===== src/rtl/pipo_univ_shift.sv =====
// Parametrised PIPO register with parallel load and a multi-cycle shift/rotate
// engine driven by a start/busy/done handshake; serial ports allow cascading.
module pipo_univ_shift #(
  parameter int WIDTH = 4,
  parameter int CNT_W = 3
) (
  input  logic             clk,
  input  logic             reset,
  input  logic             load,
  input  logic [WIDTH-1:0] pi,
  input  logic             start,
  input  logic [2:0]       mode,
  input  logic [CNT_W-1:0] count,
  input  logic             sin_l,
  input  logic             sin_r,
  output logic [WIDTH-1:0] po,
  output logic             sout_l,
  output logic             sout_r,
  output logic             busy,
  output logic             done
);

  typedef enum logic [2:0] {
    OP_SHL = 3'b000,
    OP_SHR = 3'b001,
    OP_ROL = 3'b010,
    OP_ROR = 3'b011,
    OP_ASR = 3'b100
  } op_e;

  typedef enum logic {
    S_IDLE  = 1'b0,
    S_SHIFT = 1'b1
  } state_e;

  state_e           state;
  op_e              op_q;
  logic [CNT_W-1:0] remaining;
  logic             mode_valid;

  // Codes above ASR are reserved; a start carrying one is simply dropped.
  assign mode_valid = (mode <= OP_ASR);

  assign sout_l = po[WIDTH-1];
  assign sout_r = po[0];

  function automatic logic [WIDTH-1:0] shift_once(
    input logic [WIDTH-1:0] v,
    input op_e              op,
    input logic             sl,
    input logic             sr
  );
    case (op)
      OP_SHL:  return {v[WIDTH-2:0], sr};
      OP_SHR:  return {sl, v[WIDTH-1:1]};
      OP_ROL:  return {v[WIDTH-2:0], v[WIDTH-1]};
      OP_ROR:  return {v[0], v[WIDTH-1:1]};
      OP_ASR:  return {v[WIDTH-1], v[WIDTH-1:1]};
      default: return v;
    endcase
  endfunction

  // NOTE: asynchronous reset plus non-blocking assignments throughout, so every
  // register samples pre-edge values and an abort needs no clock.
  always_ff @(posedge clk or negedge reset) begin
    if (!reset) begin
      state     <= S_IDLE;
      op_q      <= OP_SHL;
      remaining <= '0;
      po        <= '0;
      busy      <= 1'b0;
      done      <= 1'b0;
    end else begin
      done <= 1'b0;
      case (state)
        S_IDLE: begin
          if (load) begin
            po <= pi;
          end else if (start && mode_valid) begin
            op_q      <= op_e'(mode);
            remaining <= count;
            if (count != '0) begin
              state <= S_SHIFT;
              busy  <= 1'b1;
            end else begin
              done <= 1'b1;
            end
          end
        end
        S_SHIFT: begin
          // Serial inputs are taken live at each shift edge, not at start.
          po        <= shift_once(po, op_q, sin_l, sin_r);
          remaining <= remaining - 1'b1;
          if (remaining == CNT_W'(1)) begin
            state <= S_IDLE;
            busy  <= 1'b0;
            done  <= 1'b1;
          end
        end
        default: state <= S_IDLE;
      endcase
    end
  end

endmodule


===== config.mk =====
export PLATFORM = sky130hd
export DESIGN_NAME = pipo_univ_shift
export DESIGN_NICKNAME = d
export VERILOG_FILES = /design/src/rtl/pipo_univ_shift.sv
export SDC_FILE = /design/constraint.sdc
export NUM_CORES = 1
export LEC_CHECK = 0
export ABC_AREA = 0
export CAP_MARGIN = 20
export CELL_PAD_IN_SITES_DETAIL_PLACEMENT = 1
export CELL_PAD_IN_SITES_GLOBAL_PLACEMENT = 2
export CORE_AREA = 2 2 56 58
export CTS_BUF_LIST = sky130_fd_sc_hd__clkbuf_16
export CTS_CLUSTER_DIAMETER = 30
export CTS_CLUSTER_SIZE = 16
export DETAILED_ROUTE_END_ITERATION = 6
export DIE_AREA = 0 0 58 60
export GPL_ROUTABILITY_DRIVEN = 0
export PLACE_DENSITY = 0.84
export SYNTH_ARGS = -nofsm -noshare
export SYNTH_HDL_FRONTEND = slang
export SYNTH_SLANG_ARGS = --single-unit

===== constraint.sdc =====
create_clock -name clk -period 3.8 [get_ports clk]
set_clock_uncertainty 0.15 [all_clocks]
set_input_delay 0.57 -clock clk [delete_from_list [all_inputs] [get_ports clk]]
set_output_delay 0.57 -clock clk [all_outputs]
set_load 0.01 [all_outputs]

# Yosys cells after proc, flatten, opt, wreduce, memory -nomap -nowiden

Index checks and enable logic that the tools add are counted.

ROM bits: 0
Flip-flop bits (word level): 13
Memory bits (writable): 0
Word-level logic and storage cells: 53
Output and inout port bits: 8
Memories: 0
Bits of input ports: 16
Bits in latches: 0

Shift-type cells: 0
Mux-type cells: 21
Order comparisons: 1
Equal/unequal tests: 13
Multipliers: 0
Bitwise gates (word level): 2
Divide/modulo/power cells: 0
Reduce and logical (&&, ||, !) cells: 8
Add/sub/neg operators: 1

Operators by type and width:

| operator                                                                | count |
|---|---|
| 4-bit one-hot mux with 5 select lines                                   | 1 |
| 1-bit 2-to-1 mux                                                        | 12 |
| 2-bit inequality test, second input constant                            | 5 |
| 4-bit one-hot mux with 2 select lines                                   | 1 |
| 3-bit by 1-bit equality test with 1-bit output, second input constant   | 2 |
| 3-bit by 2-bit equality test with 1-bit output, second input constant   | 2 |
| 3-bit 2-to-1 mux                                                        | 2 |
| 6-bit by 1-bit inequality test with 1-bit output, second input constant | 1 |
| 1-bit one-hot mux with 2 select lines                                   | 3 |
| 3-bit one-hot mux with 2 select lines                                   | 1 |
| 3-bit AND reduction                                                     | 2 |
| 5-bit by 1-bit inequality test with 1-bit output, second input constant | 1 |
| 4-bit 2-to-1 mux                                                        | 1 |
| 2-bit AND reduction                                                     | 2 |
| 4-bit AND reduction                                                     | 1 |
| 3-bit equality test, second input constant                              | 1 |
| 3-bit less-or-equal comparator, second input constant                   | 1 |
| 3-bit zero test                                                         | 1 |
| 3-bit nonzero test                                                      | 1 |
| 3-bit by 1-bit subtractor with 3-bit output, second input constant      | 1 |
| 2-bit by 1-bit inequality test with 1-bit output, second input constant | 1 |
| 1-bit inverter                                                          | 2 |
| 1-bit logical AND                                                       | 1 |

# Depth between registers and ports, before layout

Gate-level depths: netlist of run 1.

Depth in word-level cells: 5
Gate-level depth with buffers: 5
Mapped depth without buffers: 5

# Worst setup path after synthesis of run 1

No wires, ideal clock.

Path kind: input-to-reg
From: input port mode[0]
To: register op_q[0]
Data arrival time: 1.362 ns
Path buffers: 0
Stages: 4
Path slack: 2.161 ns
Setup time: 0.128 ns
Data required time: 3.522 ns
Path through: o21ai_1 > nand3b_2 > nor2_2 > mux2_1

Word-level cells in the longest chain between the ends: 3

RTL lines:

| what                                 | line | RTL |
|---|---|---|
| start: declaration                   | 12   | `input logic [2:0] mode,` |
| 3-bit less-or-equal comparator       | 42   | `assign mode_valid = (mode <= OP_ASR);` |
| 1-bit logical AND                    | 79   | `end else if (start && mode_valid) begin` |
| 3-bit AND reduction (no source line) | -    |  |
| end signal: assignment               | 80   | `op_q <= op_e'(mode);` |
| end: declaration                     | 37   | `op_e op_q;` |

Several ways; a longest one is shown, not always the timed one.
A chain may end at the register's enable or synchronous reset.

# Final worst setup path of run 1

From: input port load
To: register op_q[0]

Word-level cells in the longest chain between the ends: 2

RTL lines:

| what                                 | line | RTL |
|---|---|---|
| start: declaration                   | 9    | `input logic load,` |
| 1-bit inverter (no source line)      | -    |  |
| 3-bit AND reduction (no source line) | -    |  |

No other way between the ends.

==> results of run 1 <==
-- layout make-up --
| class | count | area [sq um] | share of cell area [%] |
|---|---|---|---|
| repair buffers | 23 | 230 | 20.3 |
| well taps | 33 | 41.3 | 3.64 |
| clock inverters | 1 | 3.75 | 0.331 |
| multi-input cells | 60 | 448 | 39.5 |
| clock buffers | 3 | 75.1 | 6.62 |
| inverters | 3 | 11.3 | 0.992 |
| flip-flops and latches | 13 | 325 | 28.7 |
-- worst max path at each step --
stage	slack [ns]	depth (start not counted)	to
floorplan	2.16	4	op_q[0]
global placement	1.62	4	op_q[0]
detailed placement	1.53	4	op_q[0]
CTS	1.78	4	op_q[0]
global route	1.66	4	op_q[0]
finish	1.79	4	op_q[0]
-- worst min-delay path, delay by kind of cell, from the launching register on --
family	cells	cell delay (ns)
AOI/OAI and AO/OA	1	0.07
DFF	1	0.35
and+or+nand+nor	1	0.06
-- layer usage --
layer | up-vias | part of all wire (%) | global-route usage, %
met3 | 4 | 6.0 | 3.25
met4 | 0 | 1.5 | 5.98
li1 | 338 | - | -
met1 | 321 | 45 | 17.3
met5 | - | 0 | 0
met2 | 24 | 47 | 22.7
-- through the flow --
step	setup WS [ns]	instance area (sq um)	utilization, %
final	1.79	1130	39.1
after global routing	1.66	1130	39.1
after CTS	1.78	1130	39.1
after detailed placement	1.53	1060	36.4
after global placement	1.62	1060	36.4
after floorplan	2.16	828	-
-- synthesized netlist by cell type (2+ instances only) --
library cell	n	area (sq um)
dfrtp_1	13	325
mux2i_1	7	70.1
a21oi_1	6	30.0
nor2_1	6	22.5
mux2_1	4	45.0
nand2_1	4	15.0
a211oi_1	3	22.5
buf_4	3	22.5
inv_1	3	11.3
nand2b_1	3	18.8
o211ai_1	3	22.5
o21ai_1	3	15.0
a22o_1	2	17.5
buf_2	2	10.0
ha_1	2	25.0
nor2b_1	2	12.5
-- registers in the layout (all words and copies together) (netlist names) --
signal     flops
busy           1
done           1
op_q           3
po             4
remaining      3
state          1
-- report_power, final --
group          leakage, uW  switching, uW  internal (uW)
Combinational     0.000289            156            232
Clock            0.0000423           58.4            139
Sequential        0.000152            128            205
Total             0.000483            343            576
-- logic make-up (layout without fill, tap and decap cells) --
group | after synthesis | in the layout | synth area share, %
adders and majority gates | 2 | 2 | 3.02
buffers and inverters | 9 | 30 | 6.65
DFF | 13 | 13 | 39.3
AOI/OAI and AO/OA | 21 | 21 | 16.6
muxes | 13 | 13 | 18.0
xor gates and xnor gates | 1 | 1 | 1.06
and+or+nand+nor | 23 | 23 | 15.4
==> flow_summary.json, run 1 <==
{
  "worst_setup_path_end_kind": "flip-flop",
  "post_synth.cell_area_avg_sq_um": 10.1,
  "globalRoute.totalOverflow": 0,
  "layout_net_count": 122,
  "synthCells": 82,
  "tightest_slew_ns": 0.686,
  "cts_num_sinks": 13,
  "layout_commonest_cell": "clkdlybuf4s50_1",
  "critical_path.cell_chain": "clkdlybuf4s50_1, nand3b_2, nor2_2, mux2_1",
  "max-cap-violations": 0,
  "ant_nets": 0,
  "cp.required_ns": 3.77,
  "timing.critical_path.slowest_stage_cell": "clkdlybuf4s50_1",
  "fraction_of_the_cycle_the_final_worst_path_needs_pct": 52.9,
  "tritoncts": "yes",
  "synth_cell_type_count": 32,
  "first_iter_violations": 11,
  "antennaDiodeCount": 0,
  "total_power_uw": 920,
  "fin_crit_ns": 2.01,
  "areaGrowthSynthToFinish_pct": 37.0,
  "grt_pass1_wl_mm": 3.50,
  "post_route_cells_drive_above_1_share_pct": 6.80,
  "hp-start": "busy",
  "cp_data_arrival_time_ns": 1.98,
  "post_cts_setup_inserts": 0,
  "dp.cells": 132,
  "ys.warnings.count": 0,
  "min_path_cells": 2,
  "status": "completed",
  "most_frequent_cells_in_the_layout": "clkdlybuf4s50_1 (23), dfrtp_1 (13), mux2i_1 (7)",
  "level_count_of_the_clock_h_tree": 1,
  "static-leakage-power_uw": 0.000483,
  "startpoint_of_the_lowest_slack_register_to_register_path": "state",
  "max-slew-margin-rel_pct": 54.2,
  "final_hold_viol_count": 0,
  "post_synth_instance_area_sq_um": 828,
  "instances_no_fill": 136,
  "timing.reg2reg.setup_slack_ns": 2.07,
  "worst-path-buf-inv": 1,
  "remaining_drc_errors": 0,
  "width_of_the_chip_microns": 58,
  "max_freq_ghz": 0.497,
  "cts_bufs_inserted": 3,
  "fin_tns_setup_ns": 0,
  "initial_utilization_pct": 28.5,
  "vias_in_the_first_global_route": 708,
  "io_pins": 24,
  "grt_setup_unrepaired": "no",
  "critical_path.top_delay_family": "simple AND/OR/NAND/NOR gates",
  "vias": 687,
  "drt-total-wl_mm": 2.01,
  "synth-main-ff-cell": "dfrtp_1",
  "final.fill_count": 334,
  "placement.io_buffers": 23,
  "reg2reg_depth": 3,
  "synthesis.nets": 100,
  "post_drt_wl_per_cell_microns": 14.7,
  "die_area_sq_um": 3480,
  "cts_root_buf": "clkbuf_16",
  "start_to_end_type_of_the_worst_setup_path": "in -> reg",
  "core_region_area_sq_um": 2900,
  "pwr_density_cell_nw_per_um2": 811,
  "ctsLongestPathBuffers": 2,
  "worstHoldPathType": "reg -> reg",
  "tot_gr_track_use_pct": 13.8,
  "floorplan.rows": 20,
  "post_cts_resized": 0,
  "synth_seq_area_share_pct": 39.3,
  "dr.pass1.iters": 4,
  "count_of_flip_flops_with_a_built_in_enable_after_synthesis": 0,
  "vias_per_cell": 5.05,
  "cts_hold_buf": 0,
  "ys_async_sr_fraction_pct": 100,
  "cp_max_fo": 5,
  "timing.rr.end": "po[2]",
  "start_kind": "input pin",
  "min_delay_worst_endpoint": "busy",
  "dp.final_hpwl_mm": 1.53,
  "drv_slew": 0,
  "timing.hold.ws_ns": 0.374,
  "worst_path_largest_cell_delay_ns": 0.52,
  "worstSetupStartpoint": "load",
  "clock_latency_ns": 0.24,
  "timing.final.setup_violations": 0,
  "grt_start_max_net_pins": 18,
  "power.ir.vdd_worst_v": 0.000405,
  "antenna_found_initial": 0,
  "clk_transition_reported_paths_ns": 0.04,
  "yosys_register_bits": 13,
  "die_h_microns": 60
}
(Power assumes the default switching activity.)
==> run 2: changes to the inputs <==
--- a/config.mk
+++ b/config.mk
@@ -9,14 +9,14 @@
 export CAP_MARGIN = 20
 export CELL_PAD_IN_SITES_DETAIL_PLACEMENT = 1
 export CELL_PAD_IN_SITES_GLOBAL_PLACEMENT = 2
-export CORE_AREA = 2 2 56 58
+export CORE_AREA = 2 2 61 63
 export CTS_BUF_LIST = sky130_fd_sc_hd__clkbuf_16
 export CTS_CLUSTER_DIAMETER = 30
 export CTS_CLUSTER_SIZE = 16
 export DETAILED_ROUTE_END_ITERATION = 6
-export DIE_AREA = 0 0 58 60
+export DIE_AREA = 0 0 63 65
 export GPL_ROUTABILITY_DRIVEN = 0
-export PLACE_DENSITY = 0.84
+export PLACE_DENSITY = 0.75
 export SYNTH_ARGS = -nofsm -noshare
 export SYNTH_HDL_FRONTEND = slang
 export SYNTH_SLANG_ARGS = --single-unit
==> constraint.sdc (replaced) <==
create_clock -name clk -period 1.7 [get_ports clk]
set_clock_uncertainty 0.15 [all_clocks]
set_input_delay 0.255 -clock clk [delete_from_list [all_inputs] [get_ports clk]]
set_output_delay 0.255 -clock clk [all_outputs]
set_load 0.01 [all_outputs]
==> run 2 against run 1 <==
  * Flip-flop and latch count is the same
  * Worst hold slack lost 0.19 ns
  * Non-clock buffer count grew 7
  * First-iteration DRC count grew 27%
  * Total power grew 130%
  * Sequential power grew 100%
  * Worst setup slack lost 1.7 ns
  * Largest power group unchanged
==> flow_summary.json, run 2 (synthesis results as in run 1) <==
{
  "status": "completed",
  "grt_setup_unrepaired": "no",
  "dp.cells": 154,
  "drv_slew": 0,
  "cp.required_ns": 1.29,
  "use_met1_pct": 14.1,
  "clk_transition_reported_paths_ns": 0.05,
  "finish.utilization_pct": 34.6,
  "top_flop_regs": "po (4), op_q (3), remaining (3)",
  "width_of_the_chip_microns": 63,
  "clock_latency_ns": 0.24,
  "power.ir.vdd_worst_v": 0.000681,
  "worstHoldPathType": "in -> async",
  "post_route_cells_drive_above_1_share_pct": 14.5,
  "timing.hold.ws_ns": 0.187,
  "layout_commonest_cell": "clkdlybuf4s50_1",
  "final_hold_viol_count": 0,
  "vias_in_the_first_global_route": 740,
  "level_count_of_the_clock_h_tree": 1,
  "tritoncts": "yes",
  "cts_bufs_inserted": 3,
  "most_frequent_cells_in_the_layout": "clkdlybuf4s50_1 (23), dfrtp_1 (11), mux2i_1 (7), buf_4 (7)",
  "static-leakage-power_uw": 0.000515,
  "placement.io_buffers": 23,
  "max-cap-violations": 0,
  "cts_num_sinks": 13,
  "worst_path_largest_cell_delay_ns": 0.57,
  "tightest_slew_ns": 0.322,
  "post_cts_setup_inserts": 0,
  "gr-usage-met3_pct": 3.65,
  "timing.critical_path.slowest_stage_cell": "clkdlybuf4s50_1",
  "cts_root_buf": "clkbuf_16",
  "cp_max_fo": 6,
  "vias": 723,
  "max-slew-margin-rel_pct": 78.5,
  "start_kind": "flip-flop",
  "setup_ws_ns": 0.0468,
  "worst_setup_path_end_kind": "output port",
  "ant_nets": 0,
  "grt_pass1_wl_mm": 3.60,
  "layout_net_count": 129,
  "tot_gr_track_use_pct": 11.2,
  "dp.final_hpwl_mm": 1.63,
  "grt_util_met2_pct": 19.0,
  "antenna_found_initial": 0,
  "placedInstanceArea_sq_um": 1130,
  "initial_utilization_pct": 23.7,
  "antennaDiodeCount": 0,
  "preCtsSetupSlack_ns": -0.108,
  "floorplan.rows": 22,
  "areaGrowthSynthToFinish_pct": 45.9,
  "critical_path.top_delay_family": "buffers and inverters",
  "largest_reg_flops": 4,
  "vias_per_cell": 4.58,
  "core_region_area_sq_um": 3500,
  "timing.final.setup_violations": 0,
  "max_freq_ghz": 0.605,
  "die_h_microns": 65,
  "critical_path.cell_chain": "clkdlybuf4s50_1",
  "fraction_of_the_cycle_the_final_worst_path_needs_pct": 97.2,
  "remaining_drc_errors": 0,
  "most_flop_heavy_register": "po",
  "cp_data_arrival_time_ns": 1.25,
  "final_cell_area_sq_um": 1210,
  "ctsLongestPathBuffers": 2,
  "worst-path-buf-inv": 1,
  "post_drt_wl_per_cell_microns": 13.0,
  "start_to_end_type_of_the_worst_setup_path": "reg -> out",
  "first_iter_violations": 14,
  "die_area_sq_um": 4100,
  "top_usage_layer": "met2",
  "grt_start_max_net_pins": 14,
  "pwr_density_cell_nw_per_um2": 1770,
  "instances_no_fill": 158,
  "drt-total-wl_mm": 2.06,
  "globalRoute.totalOverflow": 0,
  "dr.pass1.iters": 2,
  "fin_crit_ns": 1.65,
  "io_pins": 24
}
-- run 2: changes by cell type in the layout (fill, tap and decap cells not counted) --
cell     delta
dfrtp_1     -2
buf_4       +7
dfrtp_2     +2
-- run 2: metal layers --
metal / share of wire (%) / wire [microns]
met5: 0 / 0
met4: 0 / 0
met3: 5.0 / 103
met2: 49 / 1010
met1: 46 / 945
-- run 2: path summary, 6_finish.rpt --
check / slack, ns / startpoint / depth (start not counted) / to
hold reg to reg: 0.37 / remaining[0] / 1 / remaining[0]
max in group asynchronous: 1.03 / reset / 2 / po[1]
setup reg to reg: 0.16 / op_q[2] / 4 / po[0]
min in group clk: 0.37 / remaining[0] / 1 / remaining[0]
hold / removal: 0.19 / reset / 2 / remaining[2]
setup / recovery: 0.05 / po[0] / 1 / po[0]
-- run 2: timing repair --
| action | 4_1_cts | 5_1_grt |
|---|---|---|
| hold buffers | 0 | 0 |
| hold endpoints to repair | 0 | 0 |
| gates resized for setup | 0 | 2 |
| setup endpoints to repair | 0 | 2 |
-- run 2: worst reg2reg max path, stage by stage, from the launching register on --
cell	delay, ns
dfrtp_1	0.46
mux2_2	0.36
o32a_1	0.29
nand4_1	0.10
a21oi_1	0.07
-- run 2: final cells by class --
type	instances	area, sq um
repair buffers	30	283
inverters	3	11.3
flip-flops and latches	13	328
well taps	48	60.1
fillers	417	2290
multi-input cells	60	448
clock inverters	1	3.75
clock buffers	3	75.1
-- run 2: metrics by stage --
step                      total power (uW)  setup TNS (ns)
after floorplan                       1340               0
after global placement                1680          -0.105
after detailed placement              1710          -0.305
after CTS                             2180               0
after global routing                  2320               0
final                                 2140               0
-- run 2: power breakdown --
part	switching, uW	internal (uW)
combinational	450	584
clock	127	310
sequential	201	466
